## src/rtl/port_stim_gen.sv

```systemverilog
// Pseudo-random operand generator for exercising a port under test.
// An LFSR supplies each operand transaction, and a MISR folds the returned results into a signature.
module port_stim_gen #(
    parameter int DATA_W = 8,
    parameter int CTRL_W = 2
) (
    input  logic              clock,
    input  logic              reset_n,
    input  logic              start,
    input  logic [15:0]       txn_count,
    input  logic [31:0]       seed,
    output logic [CTRL_W-1:0] control_out,
    output logic [DATA_W-1:0] a_out,
    output logic [DATA_W-1:0] b_out,
    output logic              valid_out,
    input  logic              ready_in,
    input  logic [DATA_W-1:0] result_in,
    input  logic              result_valid_in,
    output logic              busy,
    output logic              done,
    output logic              timeout,
    output logic [15:0]       signature,
    output logic [15:0]       txn_sent,
    output logic [15:0]       results_seen
);

    localparam int OP_W = 2*DATA_W + CTRL_W;

    typedef enum logic [2:0] {
        S_IDLE,
        S_LOAD,
        S_SEND,
        S_DRAIN,
        S_DONE
    } state_t;

    state_t          r_state;
    logic [15:0]     r_count;
    logic [31:0]     r_seed;
    logic [31:0]     r_lfsr;
    logic [7:0]      r_idle;
    logic [OP_W-1:0] r_ops;
    logic            r_valid;
    logic            r_busy;
    logic            r_done;
    logic            r_timeout;
    logic [15:0]     r_sig;
    logic [15:0]     r_sent;
    logic [15:0]     r_seen;

    logic [31:0]     w_lfsr_init;
    logic [31:0]     w_lfsr_step;
    logic            w_xfer;
    logic            w_res;
    logic [15:0]     w_sig_next;
    logic [15:0]     w_seen_next;

    assign w_lfsr_init = (r_seed == 32'h0) ? 32'h1 : r_seed;
    assign w_lfsr_step = (r_lfsr >> 1) ^ (r_lfsr[0] ? 32'hA300_0000 : 32'h0);
    assign w_xfer      = r_valid & ready_in;
    // Results only count while a run is actively sending or draining.
    assign w_res       = result_valid_in & ((r_state == S_SEND) || (r_state == S_DRAIN));
    assign w_sig_next  = {r_sig[14:0], r_sig[15] ^ r_sig[14] ^ r_sig[12] ^ r_sig[3]}
                         ^ 16'(result_in);
    assign w_seen_next = (r_seen == 16'hFFFF) ? r_seen : r_seen + 16'd1;

    always_ff @(posedge clock or negedge reset_n) begin
        if (!reset_n) begin
            r_state   <= S_IDLE;
            r_count   <= '0;
            r_seed    <= '0;
            r_lfsr    <= 32'h1;
            r_idle    <= '0;
            r_ops     <= '0;
            r_valid   <= 1'b0;
            r_busy    <= 1'b0;
            r_done    <= 1'b0;
            r_timeout <= 1'b0;
            r_sig     <= '0;
            r_sent    <= '0;
            r_seen    <= '0;
        end else begin
            r_done <= 1'b0;
            if (w_res) begin
                r_sig  <= w_sig_next;
                r_seen <= w_seen_next;
            end
            case (r_state)
                S_IDLE: begin
                    if (start) begin
                        r_state   <= S_LOAD;
                        r_count   <= txn_count;
                        r_seed    <= seed;
                        r_sig     <= '0;
                        r_sent    <= '0;
                        r_seen    <= '0;
                        r_timeout <= 1'b0;
                        r_busy    <= 1'b1;
                    end
                end
                S_LOAD: begin
                    r_lfsr <= w_lfsr_init;
                    r_ops  <= w_lfsr_init[OP_W-1:0];
                    r_idle <= '0;
                    if (r_count == 16'd0) begin
                        r_state <= S_DONE;
                        r_busy  <= 1'b0;
                        r_done  <= 1'b1;
                    end else begin
                        r_state <= S_SEND;
                        r_valid <= 1'b1;
                    end
                end
                S_SEND: begin
                    // Operands only move on a transfer, so they stay put while stalled.
                    if (w_xfer) begin
                        r_lfsr <= w_lfsr_step;
                        r_ops  <= w_lfsr_step[OP_W-1:0];
                        r_sent <= r_sent + 16'd1;
                        if (r_sent + 16'd1 == r_count) begin
                            r_valid <= 1'b0;
                            r_state <= S_DRAIN;
                        end
                    end
                end
                S_DRAIN: begin
                    if (r_seen == r_count) begin
                        r_state <= S_DONE;
                        r_busy  <= 1'b0;
                        r_done  <= 1'b1;
                    end else if (w_res) begin
                        r_idle <= '0;
                    end else if (r_idle == 8'd254) begin
                        r_state   <= S_DONE;
                        r_busy    <= 1'b0;
                        r_done    <= 1'b1;
                        r_timeout <= 1'b1;
                    end else begin
                        r_idle <= r_idle + 8'd1;
                    end
                end
                S_DONE: begin
                    r_state <= S_IDLE;
                end
                default: begin
                    r_state <= S_IDLE;
                end
            endcase
        end
    end

    assign control_out  = r_ops[OP_W-1:2*DATA_W];
    assign b_out        = r_ops[2*DATA_W-1:DATA_W];
    assign a_out        = r_ops[DATA_W-1:0];
    assign valid_out    = r_valid;
    assign busy         = r_busy;
    assign done         = r_done;
    assign timeout      = r_timeout;
    assign signature    = r_sig;
    assign txn_sent     = r_sent;
    assign results_seen = r_seen;

endmodule

```

## config.mk

```make
export PLATFORM = sky130hd
export DESIGN_NAME = port_stim_gen
export DESIGN_NICKNAME = d
export VERILOG_FILES = /design/src/rtl/port_stim_gen.sv
export SDC_FILE = /design/constraint.sdc
export NUM_CORES = 1
export LEC_CHECK = 0
export ABC_AREA = 1
export BUFFER_PORTS_ARGS = -buffer_cell sky130_fd_sc_hd__buf_4
export CORE_UTILIZATION = 61
export CTS_CLUSTER_DIAMETER = 80
export DETAILED_ROUTE_END_ITERATION = 8
export GPL_ROUTABILITY_DRIVEN = 1
export PLACE_DENSITY = 0.86
export RECOVER_POWER = 25
export SYNTH_ARGS = -nofsm -noshare
export SYNTH_HDL_FRONTEND = slang
export SYNTH_SLANG_ARGS = --single-unit
```

## constraint.sdc

```tcl
create_clock -name clock -period 3.6 [get_ports clock]
set_input_delay 0.36 -clock clock [delete_from_list [all_inputs] [get_ports clock]]
set_output_delay 0.36 -clock clock [all_outputs]
set_load 0.05 [all_outputs]
```

======== Word level (Yosys, flattened, before mapping) ========
Cells that the tools add are included.
storage, ports and cells
  bits of input ports ..................... 61
  output and inout port bits .............. 70
  word-level logic and storage cells ...... 106
  register bits ........................... 161
cells by class
  equal/unequal tests ..................... 18
  $add $sub $neg .......................... 3
  bitwise operators ....................... 7
  reduce and logical (&&, ||, !) cells .... 17
  muxes and demuxes ....................... 48
operators with widths
  kind                   number
  $mux 16                9
  $mux 32                3
  $pmux 32 s2            1
  $pmux 18 s2            1
  $add 16x1->16 const B  2
  $eq 16x16->1           2
  $logic_not 32->1       1
  $pmux 16 s2            1
  $xor 31x32->32         1
  $mux 8                 3
  $mux 3                 7
  $mux 18                1
  $eq 16x16->1 const B   1
  $logic_not 16->1       1
  $mux 1                 16
  $pmux 8 s2             1
  $xor 16x8->16          1
  $reduce_and 5->1       3
  $ne 2x2->1 const B     6
  $pmux 3 s4             1
  $add 8x1->8 const B    1
  $eq 8x8->1 const B     1
  $reduce_bool 2->1      4
  $eq 3x2->1 const B     2
  other kinds (15)       23

======== Depth between registers and ports, before layout ========
  depth after elaboration ................. 7
  gate-level depth with buffers ........... 16
  mapped depth without buffers ............ 16

======== Least setup slack after synthesis ========
Ideal clock, no wire load.
  kind .................................... reg2reg
  from .................................... register r_sent[0], in the netlist txn_sent[0]
  to ...................................... register r_valid, in the netlist valid_out
  arrival time ............................ 2.042 ns
  cell stages (with the launch flop) ...... 15
  path buffers ............................ 0
  required time ........................... 3.481 ns
  period minus slack after synthesis ...... 2.162 ns
  slack ................................... 1.438 ns
  setup time .............................. 0.119 ns
  cell sequence ........................... dfrtp_1 -> ha_1 -> nand3_1 -> nor2_1 -> nand4_1 -> nand3_1 -> nand2_1 -> inv_1 -> nand3_1 -> nor2_1 -> nand2_1 -> nand2_1 -> nand2_1 -> nand2_1 -> nand2_1
between the ends
  cells in the longest elaborated chain, start to end .. 4
ends and longest elaborated chain
  what                        RTL line  source
  start, declared             48        logic [15:0] r_sent;
  start signal, assigned      119       r_sent <= r_sent + 16'd1;
  $add 16x1->16               120       if (r_sent + 16'd1 == r_count) begin
  $eq 16x16->1                120
  $ne 2x1->1 (no line)        -
  $reduce_and 4->1 (no line)  -
  end signal, assigned        75        r_valid <= 1'b0;
  end signal, assigned        111       r_valid <= 1'b1;
  end signal, assigned        121       r_valid <= 1'b0;
  end, declared               43        logic r_valid;
Every way passes these cells.
A chain may end at the register's enable or synchronous reset.

======== Final worst setup path ========
  from .................................... register r_state[2]
  to ...................................... register r_sig[0], in the netlist signature[0]
between the ends
  cells in the longest elaborated chain, start to end .. 6
  elaborated cells on any way between the ends .. 8
  classes of those cells .................. eq/ne (2); mux (3); bitwise (1); reduce/logical (2)
ends and longest elaborated chain
  what                    RTL line  source
  start, declared         37        state_t r_state;
  start signal, assigned  69        r_state <= S_IDLE;
  start signal, assigned  91        r_state <= S_LOAD;
  start signal, assigned  106       r_state <= S_DONE;
  $eq 3x2->1              62        assign w_res = result_valid_in & ((r_state == S_SEND) || (r_state == S_DRAIN));
  $logic_or 1x1->1        62
  $and 1x1->1             62
  $mux 16                 84        if (w_res) begin
  $mux 16                 90        if (start) begin
  $mux 16 *               88        case (r_state)
  end signal, assigned    85        r_sig <= w_sig_next;
  end, declared           47        logic [15:0] r_sig;
Mark *: on every way between the ends. The rest lies on a longest branch, timed or not.

==> run metrics <==
status=complete, but fails checks; failing checks=capacitance limit, slew limit; diode count=0; sequential share of the synthesized area=0.4775; post-synth top area share=0.4740; pre-CTS WS=1.262 ns; CTS tree=built; Syn Area/Cell=7.905 um^2; net count of the mapped netlist=1020; Worst EP required=3.90 ns; crit path DAT=2.68 ns; DR WL/cell=15.09 um; GR Overflow Total=0; Clock Latency Late Sink=0.42 ns; min setup slack post-route=1.217 ns; Cell variety after synth=42; Clk Tree Root Cell=clkbuf_16; final hold vios=0; YS warnings=0; pin count of the biggest net entering global routing=84; Synth area leaders=dfrtp_1 47%, nand2_1 12%, o21ai_0 5.6%; share of the clock period used by the worst path=0.6620; startpoint type of the worst setup path=flop; commonest non-fill, non-tap cells in the layout=232 x nand2_1, 143 x dfrtp_1, 133 x buf_4, 111 x inv_1, 86 x nor2_1; Avg Vias per Cell=5.548; CORE AREA=12060 um^2; setup violators final=0; DRT Pass-1 Iters=5; GRT Util Overall=0.3094; PwrDens=995.6 nW/um^2; global-route wire length before repair=30930 um; Initial Util=0.6259; Setup TNS Final=0 ns; final core utilization=0.7611; register bit count reported by yosys=144; Hold Buf Count CTS=0; largest area contributor in the netlist=dfrtp_1; Iter 0 DRT Violations=623; Post-Synthesis Cell Area=7550 um^2; Num CTS Buffers=17; die height=113.3 um; fin crit period=2.383 ns; share of cells above drive strength 1=0.1834; Max IR drop VDD=963.7 uV; EDFF count, synth=0; measured slew at the worst slew-check pin=2.008 ns; vias in the first global route=6535; Leak=4.303 nW; RePlAce Congestion=0.8831; vias=6891; IO Pins=131; # H-tree levels=4; cts repair resizes=0; CP Capture Type=flop; Post-CTS Setup Inserts=0; Syn Inst Count=955; nets=1126; Setup CP Type=reg -> reg; Routed WL=18750 um; worst hold path class=in -> reg; normalized max-slew margin=-0.3385; final worst clock skew=0.008030 ns; DR DRC count=0; FP Rows=40; initial antenna violation count=0; die area=12830 um^2; synth-to-layout area growth=21.59%; final-report max-slew violation count=83; Reg clk slew, reported paths=0.06 ns; Max-cap violations=1; Max Clk Rate=0.4196 GHz; IO buf count=130; CTS Buffer Depth=2; commonest non-fill, non-tap cell in the layout=nand2_1; HPWL after DPL=12670 um; Routed Antenna Nets=0; die width=113.3 um; highest net fanout along the worst path=32; main flop type after synthesis=dfrtp_1; clk sinks=144; RSZ-0062 raised after global routing=no; Async SR Flop Fraction=1.000
-- report_power, final --
part	total [mW]	leakage [nW]	internal [mW]	switching [mW]
Clock	1.90	0.313	1.23	0.667
Combinational	4.23	2.21	1.35	2.88
Sequential	3.01	1.78	2.32	0.696
Total	9.14	4.30	4.90	4.24
-- final cells by class --
| type | instances | area, um^2 |
|---|---|---|
| Clock buffer | 23 | 488.0 |
| Clock inverter | 9 | 155.1 |
| Fill cell | 860 | 2882 |
| Timing Repair Buffer | 136 | 1044 |
| Multi-Input combinational cell | 644 | 3234 |
| Inverter | 118 | 444.2 |
| Sequential cell | 144 | 3605 |
| Tap cell | 168 | 210.2 |
-- worst max-delay path, stage by stage, from the launching register on --
cell	delay [ns]
dfrtp_1	0.41
nor2_1	0.16
inv_2	0.08
nor2_1	0.17
inv_1	0.10
nor2_4	0.50
inv_1	0.53
o221ai_1	0.25
inv_1	0.08
-- layer usage --
metal,track usage,part of all wire
met5,0,0
met4,0.1079,0.018
met3,0.07124,0.064
met2,0.5117,0.49
met1,0.4022,0.43
-- cells in the mapped netlist (10+ instances only) --
master	number
nand2_1	232
dfrtp_1	143
inv_1	111
nor2_1	86
o21ai_0	85
nand3_1	47
a21oi_1	29
xnor2_1	29
nand4_1	23
a31oi_1	22
buf_4	20
clkbuf_1	16
o22ai_1	12
nor3_1	10
-- metrics by stage --
step	instances	power, mW	cell area, um^2	hold slack, ns
after floorplan	955	6.049	7550	0.06441
after global placement	1210	7.021	8543	0.4519
after detailed placement	1210	7.148	8543	0.4555
after CTS	1242	9.119	9186	0.01058
after global routing	1242	9.692	9180	0.1445
final	1242	9.140	9180	0.1452
-- path summary, 6_finish.rpt --
path,startpoint,endpoint,slack (ns),depth (start not counted)
worst min register to register,timeout$_DFFE_PN0P_,timeout$_DFFE_PN0P_,0.49,2
min in group asynchronous,reset_n,r_count[13]$_DFFE_PN0P_,0.51,1
worst max register to register,r_state[2]$_DFFE_PN0P_,signature[0]$_DFF_PN0_,1.22,8
worst min-delay path,seed[19],r_seed[19]$_DFFE_PN0P_,0.15,3
worst max-delay path,r_state[2]$_DFFE_PN0P_,signature[0]$_DFF_PN0_,1.22,8
max in group asynchronous,reset_n,r_seed[29]$_DFFE_PN0P_,1.90,1
-- flip-flops by register name, indices dropped and copies added, names as in the netlist --
signal,flops
done,1
busy,1
signature,16
r_state,3
txn_sent,16
r_lfsr,32
r_idle,8
r_ops,1
timeout,1
valid_out,1
r_seed,32
r_count,16
results_seen,16
-- cell families (layout without fill, tap and decap cells) --
group,Yosys count,in the layout,share of synthesized area
and+or+nand+nor,432,432,0.2499
buffers and inverters,167,286,0.09579
DFF,144,144,0.4775
xor gates and xnor gates,35,35,0.04060
adders and majority gates,4,4,0.006629
AOI/OAI and AO/OA,173,173,0.1296
Note: power is estimated with default switching activity, not from simulation.
